## src/rtl/labs_search_ctrl.sv

```systemverilog
// Search controller for the E-calculation buffer: streams a contiguous range of candidate
// sequences out, collects in-order E results, and tracks the minimum E and its sequence.
module labs_search_ctrl #(
    parameter int unsigned E_WIDTH      = 20,
    parameter int unsigned SEQ_WIDTH    = 40,
    parameter int unsigned MAX_INFLIGHT = 32
) (
    input  logic                 clk,
    input  logic                 rst,
    input  logic                 i_start,
    input  logic [SEQ_WIDTH-1:0] i_seq_first,
    input  logic [SEQ_WIDTH-1:0] i_count,
    output logic                 o_busy,
    output logic                 o_done,
    output logic [E_WIDTH-1:0]   o_best_e,
    output logic [SEQ_WIDTH-1:0] o_best_seq,
    output logic                 o_best_valid,
    output logic [SEQ_WIDTH-1:0] o_seq,
    output logic                 o_valid,
    input  logic                 i_ready,
    input  logic [E_WIDTH-1:0]   i_e,
    input  logic                 i_valid,
    output logic                 o_ready
);
    localparam int unsigned CntW = $clog2(MAX_INFLIGHT + 1);
    localparam logic [CntW-1:0] MaxInflight = CntW'(MAX_INFLIGHT);

    typedef enum logic [1:0] {StIdle, StRun, StDrain, StDone} state_e;

    state_e               state_q, state_d;
    logic [SEQ_WIDTH-1:0] tx_seq_q, tx_seq_d;
    logic [SEQ_WIDTH-1:0] rx_seq_q, rx_seq_d;
    logic [SEQ_WIDTH-1:0] tx_left_q, tx_left_d;
    logic [SEQ_WIDTH-1:0] rx_left_q, rx_left_d;
    logic [CntW-1:0]      inflight_q, inflight_d;
    logic [E_WIDTH-1:0]   best_e_q, best_e_d;
    logic [SEQ_WIDTH-1:0] best_seq_q, best_seq_d;
    logic                 best_valid_q, best_valid_d;
    logic                 tx_fire, rx_fire, start_ok, active;

    // Handshake outputs depend only on registers (and rst), never on i_ready/i_valid.
    assign active   = (state_q == StRun) || (state_q == StDrain);
    assign o_valid  = ~rst & (state_q == StRun) & (tx_left_q != '0) & (inflight_q < MaxInflight);
    assign o_ready  = ~rst & active & (rx_left_q != '0);
    assign tx_fire  = o_valid & i_ready;
    assign rx_fire  = o_ready & i_valid;
    assign start_ok = i_start & ((state_q == StIdle) || (state_q == StDone));

    assign o_busy       = active;
    assign o_done       = (state_q == StDone);
    assign o_seq        = tx_seq_q;
    assign o_best_e     = best_e_q;
    assign o_best_seq   = best_seq_q;
    assign o_best_valid = best_valid_q;

    always_comb begin
        state_d      = state_q;
        tx_seq_d     = tx_seq_q;
        rx_seq_d     = rx_seq_q;
        tx_left_d    = tx_left_q;
        rx_left_d    = rx_left_q;
        inflight_d   = inflight_q;
        best_e_d     = best_e_q;
        best_seq_d   = best_seq_q;
        best_valid_d = best_valid_q;

        if (start_ok) begin
            tx_seq_d     = i_seq_first;
            rx_seq_d     = i_seq_first;
            tx_left_d    = i_count;
            rx_left_d    = i_count;
            inflight_d   = '0;
            best_e_d     = '1;
            best_valid_d = 1'b0;
            state_d      = (i_count == '0) ? StDone : StRun;
        end else begin
            if (tx_fire) begin
                tx_seq_d  = tx_seq_q + SEQ_WIDTH'(1);
                tx_left_d = tx_left_q - SEQ_WIDTH'(1);
            end
            if (rx_fire) begin
                // Strict compare keeps the earliest sequence on ties.
                if (i_e < best_e_q) begin
                    best_e_d   = i_e;
                    best_seq_d = rx_seq_q;
                end
                best_valid_d = 1'b1;
                rx_seq_d     = rx_seq_q + SEQ_WIDTH'(1);
                rx_left_d    = rx_left_q - SEQ_WIDTH'(1);
            end
            case ({tx_fire, rx_fire})
                2'b10:   inflight_d = inflight_q + CntW'(1);
                2'b01:   inflight_d = inflight_q - CntW'(1);
                default: inflight_d = inflight_q;
            endcase
            if (rx_fire && (rx_left_q == SEQ_WIDTH'(1))) begin
                state_d = StDone;
            end else if (tx_fire && (tx_left_q == SEQ_WIDTH'(1))) begin
                state_d = StDrain;
            end
        end
    end

    always_ff @(posedge clk) begin
        if (rst) begin
            state_q      <= StIdle;
            tx_seq_q     <= '0;
            rx_seq_q     <= '0;
            tx_left_q    <= '0;
            rx_left_q    <= '0;
            inflight_q   <= '0;
            best_e_q     <= '1;
            best_seq_q   <= '0;
            best_valid_q <= 1'b0;
        end else begin
            state_q      <= state_d;
            tx_seq_q     <= tx_seq_d;
            rx_seq_q     <= rx_seq_d;
            tx_left_q    <= tx_left_d;
            rx_left_q    <= rx_left_d;
            inflight_q   <= inflight_d;
            best_e_q     <= best_e_d;
            best_seq_q   <= best_seq_d;
            best_valid_q <= best_valid_d;
        end
    end

endmodule

```

## config.mk

```make
export PLATFORM = sky130hd
export DESIGN_NAME = labs_search_ctrl
export DESIGN_NICKNAME = d
export VERILOG_FILES = /design/src/rtl/labs_search_ctrl.sv
export SDC_FILE = /design/constraint.sdc
export NUM_CORES = 1
export LEC_CHECK = 0
export ABC_CLOCK_PERIOD_IN_PS = 3800
export CORE_UTILIZATION = 25
export CTS_CLUSTER_SIZE = 12
export DETAILED_ROUTE_END_ITERATION = 12
export SYNTH_ARGS = -nofsm -noshare
export SYNTH_HDL_FRONTEND = slang
export SYNTH_SLANG_ARGS = --single-unit
```

## constraint.sdc

```tcl
create_clock -name clk -period 3.8 [get_ports clk]
set_clock_uncertainty 0.2 [all_clocks]
set_input_delay 0.57 -clock clk [delete_from_list [all_inputs] [get_ports clk]]
set_output_delay 0.57 -clock clk [all_outputs]
set_load 0.05 [all_outputs]
```

==> results of run 1 <==
==> registers in the layout, summed over array words and instances, names as in the netlist <==
signal / count
rx_left_q: 40
tx_left_q: 40
o_seq: 40
o_best_seq: 40
rx_seq_q: 40
o_best_e: 20
o_best_valid: 1
state_q: 2
inflight_q: 6
==> through the flow <==
stage	std cells	setup slack [ns]	util
floorplan	1516	0.0849	-
global placement	2336	0.395	0.313
detailed placement	2336	0.359	0.313
CTS	2387	0.00733	0.332
global route	2388	0.0375	0.333
finish	2388	0.144	0.333
==> final cells by class <==
type,instances,share of cell area
Antenna cell,1,0.000154
Clock buffer,41,0.0510
Clock inverter,10,0.00676
Inverter,43,0.00991
Multi-Input combinational cell,1144,0.446
Sequential cell,229,0.282
Tap cell,664,0.0510
Timing Repair Buffer,256,0.154
==> cells by family after synthesis <==
group,count (synthesis)
AOI/OAI and AO/OA,459
and+or+nand+nor,540
DFF,229
muxes,3
adders and majority gates,33
buffers and inverters,143
xor gates and xnor gates,109
==> how the worst max path moves through the flow <==
stage	to	cells past startpoint	slack, ns
3_5_place_dp	o_ready	7	0.36
3_3_place_gp	o_ready	7	0.39
4_1_cts	o_valid	6	0.007
5_1_grt	o_ready	7	0.04
6_report	o_ready	7	0.14
2_1_floorplan	inflight_q[5]$_SDFFE_PP0P_	19	0.08
==> worst max-delay path: stages (launching register included) <==
cell           delay [ns]
dfxtp_1              0.35
or4_4                0.58
nor3_4               0.29
nand3b_4             0.13
buf_4                0.23
nor2_2               0.21
nor3_1               0.10
dlygate4sd2_1        0.43
==> placed cells by master (no fill, tap or decap), types with 6 or more instances in the layout <==
| cell type | synthesis | routed |
|---|---|---|
| and3_1 | 23 | 23 |
| clkbuf_16 | 0 | 29 |
| and4_1 | 11 | 11 |
| xor2_1 | 53 | 53 |
| nor3_1 | 73 | 73 |
| a2111oi_0 | 8 | 8 |
| ha_1 | 32 | 32 |
| a211oi_1 | 28 | 28 |
| nand4_1 | 39 | 39 |
| dfxtp_1 | 229 | 229 |
| clkdlybuf4s50_1 | 0 | 206 |
| and2_1 | 10 | 10 |
| o31ai_1 | 10 | 10 |
| a21oi_1 | 173 | 173 |
| o211ai_1 | 8 | 8 |
| or4_1 | 14 | 14 |
| o21ai_0 | 88 | 88 |
| or3_1 | 26 | 26 |
| nand2_1 | 83 | 82 |
| xnor2_1 | 56 | 56 |
| nor4_1 | 48 | 48 |
| inv_1 | 41 | 41 |
| nand3_1 | 93 | 93 |
| a311oi_1 | 11 | 11 |
| clkbuf_8 | 0 | 6 |
| o2111ai_1 | 6 | 6 |
| clkbuf_1 | 66 | 6 |
| nor2_1 | 79 | 77 |
| buf_4 | 4 | 43 |
| a31oi_1 | 27 | 27 |
| o21bai_1 | 59 | 59 |
==> power by group <==
group          total (uW)  leakage (uW)  switching [uW]  internal (uW)
Sequential           2980       0.00188             328           2650
Clock                2760      0.000464            1110           1650
Combinational        1960       0.00325            1220            739
Total                7700       0.00560            2660           5040
==> what timing repair did <==
| item | CTS | global route |
|---|---|---|
| setup endpoints to repair | 1 | 2 |
| hold buffers | 0 | 0 |
| resized for setup | 1 | 2 |
==> routing by layer <==
layer,vias up,wire length [um],track usage
met4,0,1350,0.0590
met5,-,0,0
li1,6060,-,-
met2,487,20000,0.268
met1,5957,21300,0.249
met3,73,3940,0.0361
==> impl_metrics.json, run 1 <==
{
  "area_delta_synth_final_pct": 31.1,
  "irDropWorstVdd_uv": 236,
  "period_needed_ns": 3.66,
  "globalplace.congestion": 0.915,
  "start_util": 0.254,
  "grt_pass1_wl_mm": 70.3,
  "synth_top_area_cell": "dfxtp_1",
  "synth_fa_ha_area_frac": 0.0338,
  "vias": 12577,
  "grt_start_max_net_pins": 136,
  "grt_usage": 0.177,
  "holdPathStages": 2,
  "ios": 210,
  "grt_pass1_vias": 11914,
  "whs_endpoint": "o_best_seq[1]$_SDFFE_PP0P_",
  "hpwl_mm": 34.4,
  "synth.cells.most_frequent": "dfxtp_1 (229), a21oi_1 (173), nand3_1 (93)",
  "nNetsFinal": 1840,
  "hold_violations": 0,
  "num_rows": 81,
  "clkTransAtPathRegs_ns": 0.06,
  "die-area_sq_um": 50600,
  "min_from": "o_best_seq[1]$_SDFFE_PP0P_",
  "cp.arrival_ns": 2.89,
  "synth_seq_area_share": 0.369,
  "first_pass_iters": 7,
  "synth_most_common_cell": "dfxtp_1",
  "multiInputGateArea_sq_um": 7260,
  "synth_compound_area_frac": 0.228,
  "relSlewSlack": 0.389,
  "worst_pin_slew_ns": 0.916,
  "cts_sinks": 229,
  "synth_mux_area_frac": 0.00252,
  "clock.fmax_ghz": 0.274,
  "crit_path_start": "rx_left_q[32]$_SDFFE_PP0P_",
  "cellPowerDensity_nw_per_um2": 473,
  "coreArea_sq_um": 49000,
  "postSynthCellCount": 1516,
  "synthSimpleGateAreaFrac": 0.241,
  "synth_top_area_share": 0.369,
  "die_y_um": 225,
  "cap_violations": 0,
  "seqCellArea_sq_um": 4580,
  "total_power_uw": 7700,
  "min_period_over_period": 0.962,
  "wl_mm": 46.6,
  "drive_gt1_frac": 0.0702,
  "numCtsBuffers": 28,
  "avgSynthCellArea_sq_um": 8.20,
  "tns_ns": 0,
  "synth_top_family_by_area": "simple AND/OR/NAND/NOR gates",
  "postCtsSetupBuffers": 0,
  "timing.rr.end": "inflight_q[5]$_SDFFE_PP0P_",
  "crit_fanout": 21,
  "synthFlopType": "dfxtp_1",
  "synthTopCellsByArea": "dfxtp_1 (37%), a21oi_1 (7.0%), xnor2_1 (3.9%)",
  "hp-class": "flip-flop to flip-flop",
  "cts_tree": "built",
  "maxSlewViolCount": 0,
  "leakagePower_uw": 0.00560,
  "fillers": 5152,
  "rsz0062_at_grt": "no",
  "cp.required_ns": 3.03,
  "fin_area_sq_um": 16300,
  "drc": 0,
  "antenna_found_initial": 1,
  "synthXorXnorAreaFrac": 0.0768,
  "cts_root_buf": "clkbuf_16",
  "synth-edff-count": 0,
  "setup_viol_count_final": 0,
  "routedWlPerCell_um": 19.5,
  "r2r-start": "rx_left_q[0]$_SDFFE_PP0P_",
  "worstSetupStartpointType": "flip-flop",
  "ys_async_sr_fraction": 0,
  "ys_types": 75,
  "synth_seq_cells": 229,
  "grt_overflow_total": 0,
  "end_kind": "primary output",
  "clock_latency_ns": 0.56,
  "numPortBuffers": 209,
  "cts_buffer_depth": 3,
  "detailedRoute.firstIterationViolations": 1035,
  "post_dp_cell_area_sq_um": 15300,
  "synth_nets": 1654,
  "viasPerCell": 5.27,
  "fp.dieW_um": 225,
  "post_synth_instance_area_sq_um": 12400,
  "setup.reg_to_reg.worst_slack_ns": 0.35,
  "htree_num_levels": 1,
  "synth.yosys.warnings": 0,
  "crit_type": "flip-flop to primary output",
  "whs_ns": 0.273,
  "status": "completed",
  "postRouteAntennaNets": 0,
  "reg2reg_depth": 15
}
No activity file was read; power rests on OpenSTA's default activity.
==> run 2: changes to the inputs <==
==> constraint.sdc (replaced) <==
create_clock -name clk -period 3.8 [get_ports clk]
set_clock_uncertainty 0.2 [all_clocks]
set_input_delay 0.76 -clock clk [delete_from_list [all_inputs] [get_ports clk]]
set_output_delay 0.76 -clock clk [all_outputs]
set_load 0.05 [all_outputs]
==> run 2 against run 1 <==
  * Total power grew 3.3%
  * Global-route usage fell by 0.16 points
  * Critical path type unchanged
  * Critical path depth unchanged
  * Worst hold slack is essentially flat
==> impl_metrics.json, run 2 (same netlist as run 1, synthesis figures left out) <==
{
  "cts_buffer_depth": 3,
  "rsz0062_at_grt": "no",
  "min_from": "o_best_seq[27]$_SDFFE_PP0P_",
  "globalplace.congestion": 0.890,
  "postRouteAntennaNets": 0,
  "worstSetupStartpointType": "flip-flop",
  "min_period_over_period": 0.979,
  "ios": 210,
  "post_dp_cell_area_sq_um": 15300,
  "hp-class": "flip-flop to flip-flop",
  "fin_area_sq_um": 16300,
  "grt_pass1_wl_mm": 69.9,
  "die-area_sq_um": 50600,
  "postCtsSetupBuffers": 0,
  "diodes": 0,
  "vias": 12633,
  "irDropWorstVdd_uv": 405,
  "hold_violations": 0,
  "period_needed_ns": 3.72,
  "final_cells": 2380,
  "clock.fmax_ghz": 0.269,
  "cts_sinks": 229,
  "numCtsBuffers": 28,
  "final_cell_mix": "dfxtp_1 (229), clkdlybuf4s50_1 (206), a21oi_1 (173), nand3_1 (93), o21ai_0 (88)",
  "grt_overflow_total": 0,
  "cts_root_buf": "clkbuf_16",
  "numPortBuffers": 209,
  "routedWlPerCell_um": 19.3,
  "hpwl_mm": 33.6,
  "cap_violations": 0,
  "num_rows": 81,
  "maxSlewViolCount": 0,
  "cp.arrival_ns": 2.76,
  "leakagePower_uw": 0.00559,
  "die_y_um": 225,
  "first_pass_iters": 5,
  "clock_latency_ns": 0.56,
  "dp.cells": 2329,
  "grt_pass1_vias": 11769,
  "antenna_found_initial": 0,
  "drc": 0,
  "start_util": 0.254,
  "nNetsFinal": 1833,
  "holdPathStages": 2,
  "relSlewSlack": 0.372,
  "coreArea_sq_um": 49000,
  "detailedRoute.firstIterationViolations": 1130,
  "timing.rr.end": "inflight_q[5]$_SDFFE_PP0P_",
  "setup.reg_to_reg.worst_slack_ns": 0.27,
  "total_power_uw": 7950,
  "cts_tree": "built",
  "whs_endpoint": "o_best_seq[27]$_SDFFE_PP0P_",
  "area_delta_synth_final_pct": 31.5,
  "crit_fanout": 21,
  "cp.required_ns": 2.84,
  "crit_type": "flip-flop to primary output",
  "clkTransAtPathRegs_ns": 0.06,
  "grt_start_max_net_pins": 82,
  "holdBufCountCts": 0,
  "worst_pin_slew_ns": 0.941,
  "htree_num_levels": 1,
  "setup_viol_count_final": 0,
  "r2r-start": "rx_left_q[0]$_SDFFE_PP0P_",
  "viasPerCell": 5.31,
  "fp.dieW_um": 225,
  "reg2reg_depth": 15,
  "drive_gt1_frac": 0.0688,
  "status": "completed",
  "wl_mm": 45.9,
  "grt_usage": 0.176,
  "cellPowerDensity_nw_per_um2": 487,
  "cts_resized": 0,
  "tns_ns": 0,
  "fillers": 5069,
  "final_common_cell": "dfxtp_1",
  "end_kind": "primary output"
}
run 2: cell count changes in the layout (fill, tap and decap cells not counted), moves of 2 or more:
cell / change
clkbuf_1: -2
clkinv_2: -3
bufinv_16: +4
buf_4: -6
run 2: how the worst max path moves through the flow:
stage / cells past startpoint / endpoint / start
finish: 7 / o_ready / rx_left_q[27]$_SDFFE_PP0P_
detailed placement: 8 / o_best_e[3]$_SDFFE_PP1P_ / i_e[19]
CTS: 7 / o_ready / rx_left_q[32]$_SDFFE_PP0P_
global route: 7 / o_valid / tx_left_q[35]$_SDFFE_PP0P_
floorplan: 19 / inflight_q[5]$_SDFFE_PP0P_ / rx_left_q[0]$_SDFFE_PP0P_
global placement: 8 / tx_left_q[23]$_SDFFE_PP0P_ / i_ready
run 2: area by class of cell:
type | instances | area, sq um | area share
Timing Repair Buffer | 249 | 2460 | 0.151
Inverter | 43 | 161 | 0.00988
Multi-Input combinational cell | 1144 | 7260 | 0.444
Clock buffer | 39 | 823 | 0.0504
Clock inverter | 12 | 223 | 0.0136
Tap cell | 664 | 831 | 0.0508
Sequential cell | 229 | 4580 | 0.281
run 2: report_power, final:
group	total [uW]	switching [uW]	internal [uW]	leakage, uW
clock	3030	1110	1920	0.000507
sequential	2980	331	2650	0.00188
combinational	1940	1210	728	0.00320
run 2: through the flow:
step                      setup slack (ns)  hold WS [ns]  utilization
after CTS                           0.0133         0.274        0.334
after floorplan                     0.0849         0.252            -
after global routing               0.00374         0.287        0.334
after detailed placement             0.307         0.267        0.312
final                               0.0797         0.273        0.334
after global placement               0.328         0.266        0.312
run 2: layer usage:
metal  up-vias  wire length, um  global-route usage
li1       6022                -                   -
met5         -                0                   0
met2       513            19800               0.265
met4         0             1370              0.0601
met1      6015            21400               0.251
met3        83             3370              0.0302
run 2: critical path, cell delays in order (launching register included):
cell and delay [ns]:
dfxtp_1 0.36, nor4_1 0.44, nand3b_1 0.31, nand3b_4 0.28, buf_4 0.24, nor2_2 0.24, nor3_1 0.10, buf_4 0.22
==> run 3: changes to the inputs <==
ABC_CLOCK_PERIOD_IN_PS = 4190   (was 3800)
TNS_END_PERCENT = 1   (was not set)
clock period = 4.19 ns   (was 3.8 ns; I/O delays follow)
==> run 3 against run 2 <==
  * First-iteration DRC count shrank 0.80%
  * Via count decreased by 0.59%
  * Combinational power shrank 10%
  * Count of clock-buffer cells in the layout is 1 higher
  * Critical endpoint unchanged
==> impl_metrics.json, run 3 (same netlist as run 1, synthesis figures left out) <==
{
  "worst_slack_ns": 0.261,
  "p_comb_frac": 0.253,
  "setup_viol_count_final": 0,
  "grt_pass1_vias": 11794,
  "cellPowerDensity_nw_per_um2": 427,
  "setup.reg_to_reg.worst_slack_ns": 0.66,
  "ios": 210,
  "postRouteAntennaNets": 0,
  "switching_share": 0.349,
  "cts_root_buf": "clkbuf_16",
  "worst_pin_slew_ns": 0.934,
  "maxSlewViolCount": 0,
  "hp-class": "flip-flop to flip-flop",
  "cp_slowest_cell": "or4_4",
  "multiInputGateArea_sq_um": 7250,
  "coreArea_sq_um": 49000,
  "globalplace.congestion": 0.891,
  "min_period_over_period": 0.938,
  "status": "completed",
  "grt_start_max_net_pins": 98,
  "first_pass_iters": 6,
  "period_needed_ns": 3.93,
  "num_rows": 81,
  "final_common_cell": "dfxtp_1",
  "cts_buffer_depth": 3,
  "end_kind": "primary output",
  "htree_num_levels": 1,
  "detailedRoute.firstIterationViolations": 1121,
  "cap_violations": 0,
  "wl_mm": 46.5,
  "drive_gt1_frac": 0.0625,
  "start_util": 0.254,
  "area_delta_synth_final_pct": 29.9,
  "power_frac_clock": 0.354,
  "numCtsBuffers": 28,
  "final_cell_mix": "dfxtp_1 (229), clkdlybuf4s50_1 (206), a21oi_1 (173), nand3_1 (93), o21ai_0 (88)",
  "numPortBuffers": 209,
  "routedWlPerCell_um": 19.6,
  "postCtsSetupBuffers": 0,
  "tns_ns": 0,
  "preCtsSetupSlack_ns": 0.506,
  "grt_overflow_total": 0,
  "cp.required_ns": 3.15,
  "fp.dieW_um": 225,
  "die_y_um": 225,
  "seqCellArea_sq_um": 4580,
  "nNetsFinal": 1828,
  "cts_sinks": 229,
  "leakagePower_uw": 0.00550,
  "clock_latency_ns": 0.57,
  "crit_type": "flip-flop to primary output",
  "irDropWorstVdd_uv": 246,
  "clkTransAtPathRegs_ns": 0.06,
  "grt_pass1_wl_mm": 70.6,
  "crit_family": "simple AND/OR/NAND/NOR gates",
  "worstSetupStartpointType": "flip-flop",
  "post_dp_cell_area_sq_um": 15200,
  "hpwl_mm": 34.1,
  "vias": 12559,
  "die-area_sq_um": 50600,
  "p_seq_frac": 0.393,
  "crit_chain": "or4_4 -> nor3_4 -> nand3b_4 -> nor2_1 -> nor3_1 -> dlygate4sd2_1",
  "fin_area_sq_um": 16100,
  "rsz0062_at_grt": "no",
  "grt_usage": 0.178,
  "whs_ns": 0.274,
  "cp.arrival_ns": 2.89,
  "internal_power_uw": 4490,
  "hold_violations": 0,
  "clock.fmax_ghz": 0.254,
  "relSlewSlack": 0.376,
  "max_stage_delay_ns": 0.58,
  "cts_tree": "built",
  "viasPerCell": 5.29,
  "drc": 0,
  "cp_num_buf_inv": 1,
  "crit_fanout": 14,
  "antenna_found_initial": 2,
  "total_power_uw": 6890,
  "p_switching_uw": 2400,
  "fillers": 5147
}
## run 3: metrics by stage
step / utilization / cells
after floorplan: - / 1516
after global placement: 0.311 / 2324
after detailed placement: 0.311 / 2324
after CTS: 0.330 / 2375
after global routing: 0.330 / 2376
final: 0.330 / 2376
## run 3: layer usage
| layer | share of wire | up-vias | GRT usage |
|---|---|---|---|
| li1 | - | 6009 | - |
| met2 | 0.42 | 458 | 0.262 |
| met5 | 0 | - | 0 |
| met3 | 0.070 | 82 | 0.0271 |
| met4 | 0.040 | 0 | 0.0748 |
| met1 | 0.47 | 6010 | 0.257 |
## run 3: final timing paths
check | from | cells after the start | end
hold / removal | o_best_seq[19]$_SDFFE_PP0P_ | 2 | o_best_seq[19]$_SDFFE_PP0P_
setup / recovery | rx_left_q[32]$_SDFFE_PP0P_ | 6 | o_ready
hold reg to reg | o_best_seq[19]$_SDFFE_PP0P_ | 2 | o_best_seq[19]$_SDFFE_PP0P_
setup reg to reg | rx_left_q[0]$_SDFFE_PP0P_ | 15 | inflight_q[5]$_SDFFE_PP0P_
## run 3: layout make-up
cell class | count | share of cell area
Multi-Input combinational cell | 1144 | 0.449
Sequential cell | 229 | 0.284
Timing Repair Buffer | 244 | 0.148
Tap cell | 664 | 0.0515
Clock buffer | 40 | 0.0493
Inverter | 43 | 0.0100
Clock inverter | 11 | 0.00798
Antenna cell | 1 | 0.000155
## run 3: timing repair
| item | 4_1_cts | 5_1_grt |
|---|---|---|
| setup endpoints to repair | 2 | 0 |
| hold buffers | 0 | 0 |
| gates resized for setup | 2 | 0 |
## run 3: power by group through the flow
| stage | sequential, uW | clock (uW) | combinational [uW] |
|---|---|---|---|
| 6_report | 2710 | 2440 | 1740 |
| 4_1_cts | 2700 | 2500 | 1730 |
| 5_1_grt | 2740 | 2590 | 1870 |
| 2_1_floorplan | 2890 | 0 | 896 |
| 3_3_place_gp | 2730 | 0 | 1720 |
| 3_5_place_dp | 2740 | 0 | 1720 |
## run 3: worst register-to-register path, delay by kind of cell (launching register included)
kind,cells,cell delay (ns)
flops,1,0.35
simple gates,4,0.85
fa+ha+maj,3,0.87
buf+inv,2,0.16
compound gates,5,0.82
xor+xnor,1,0.17
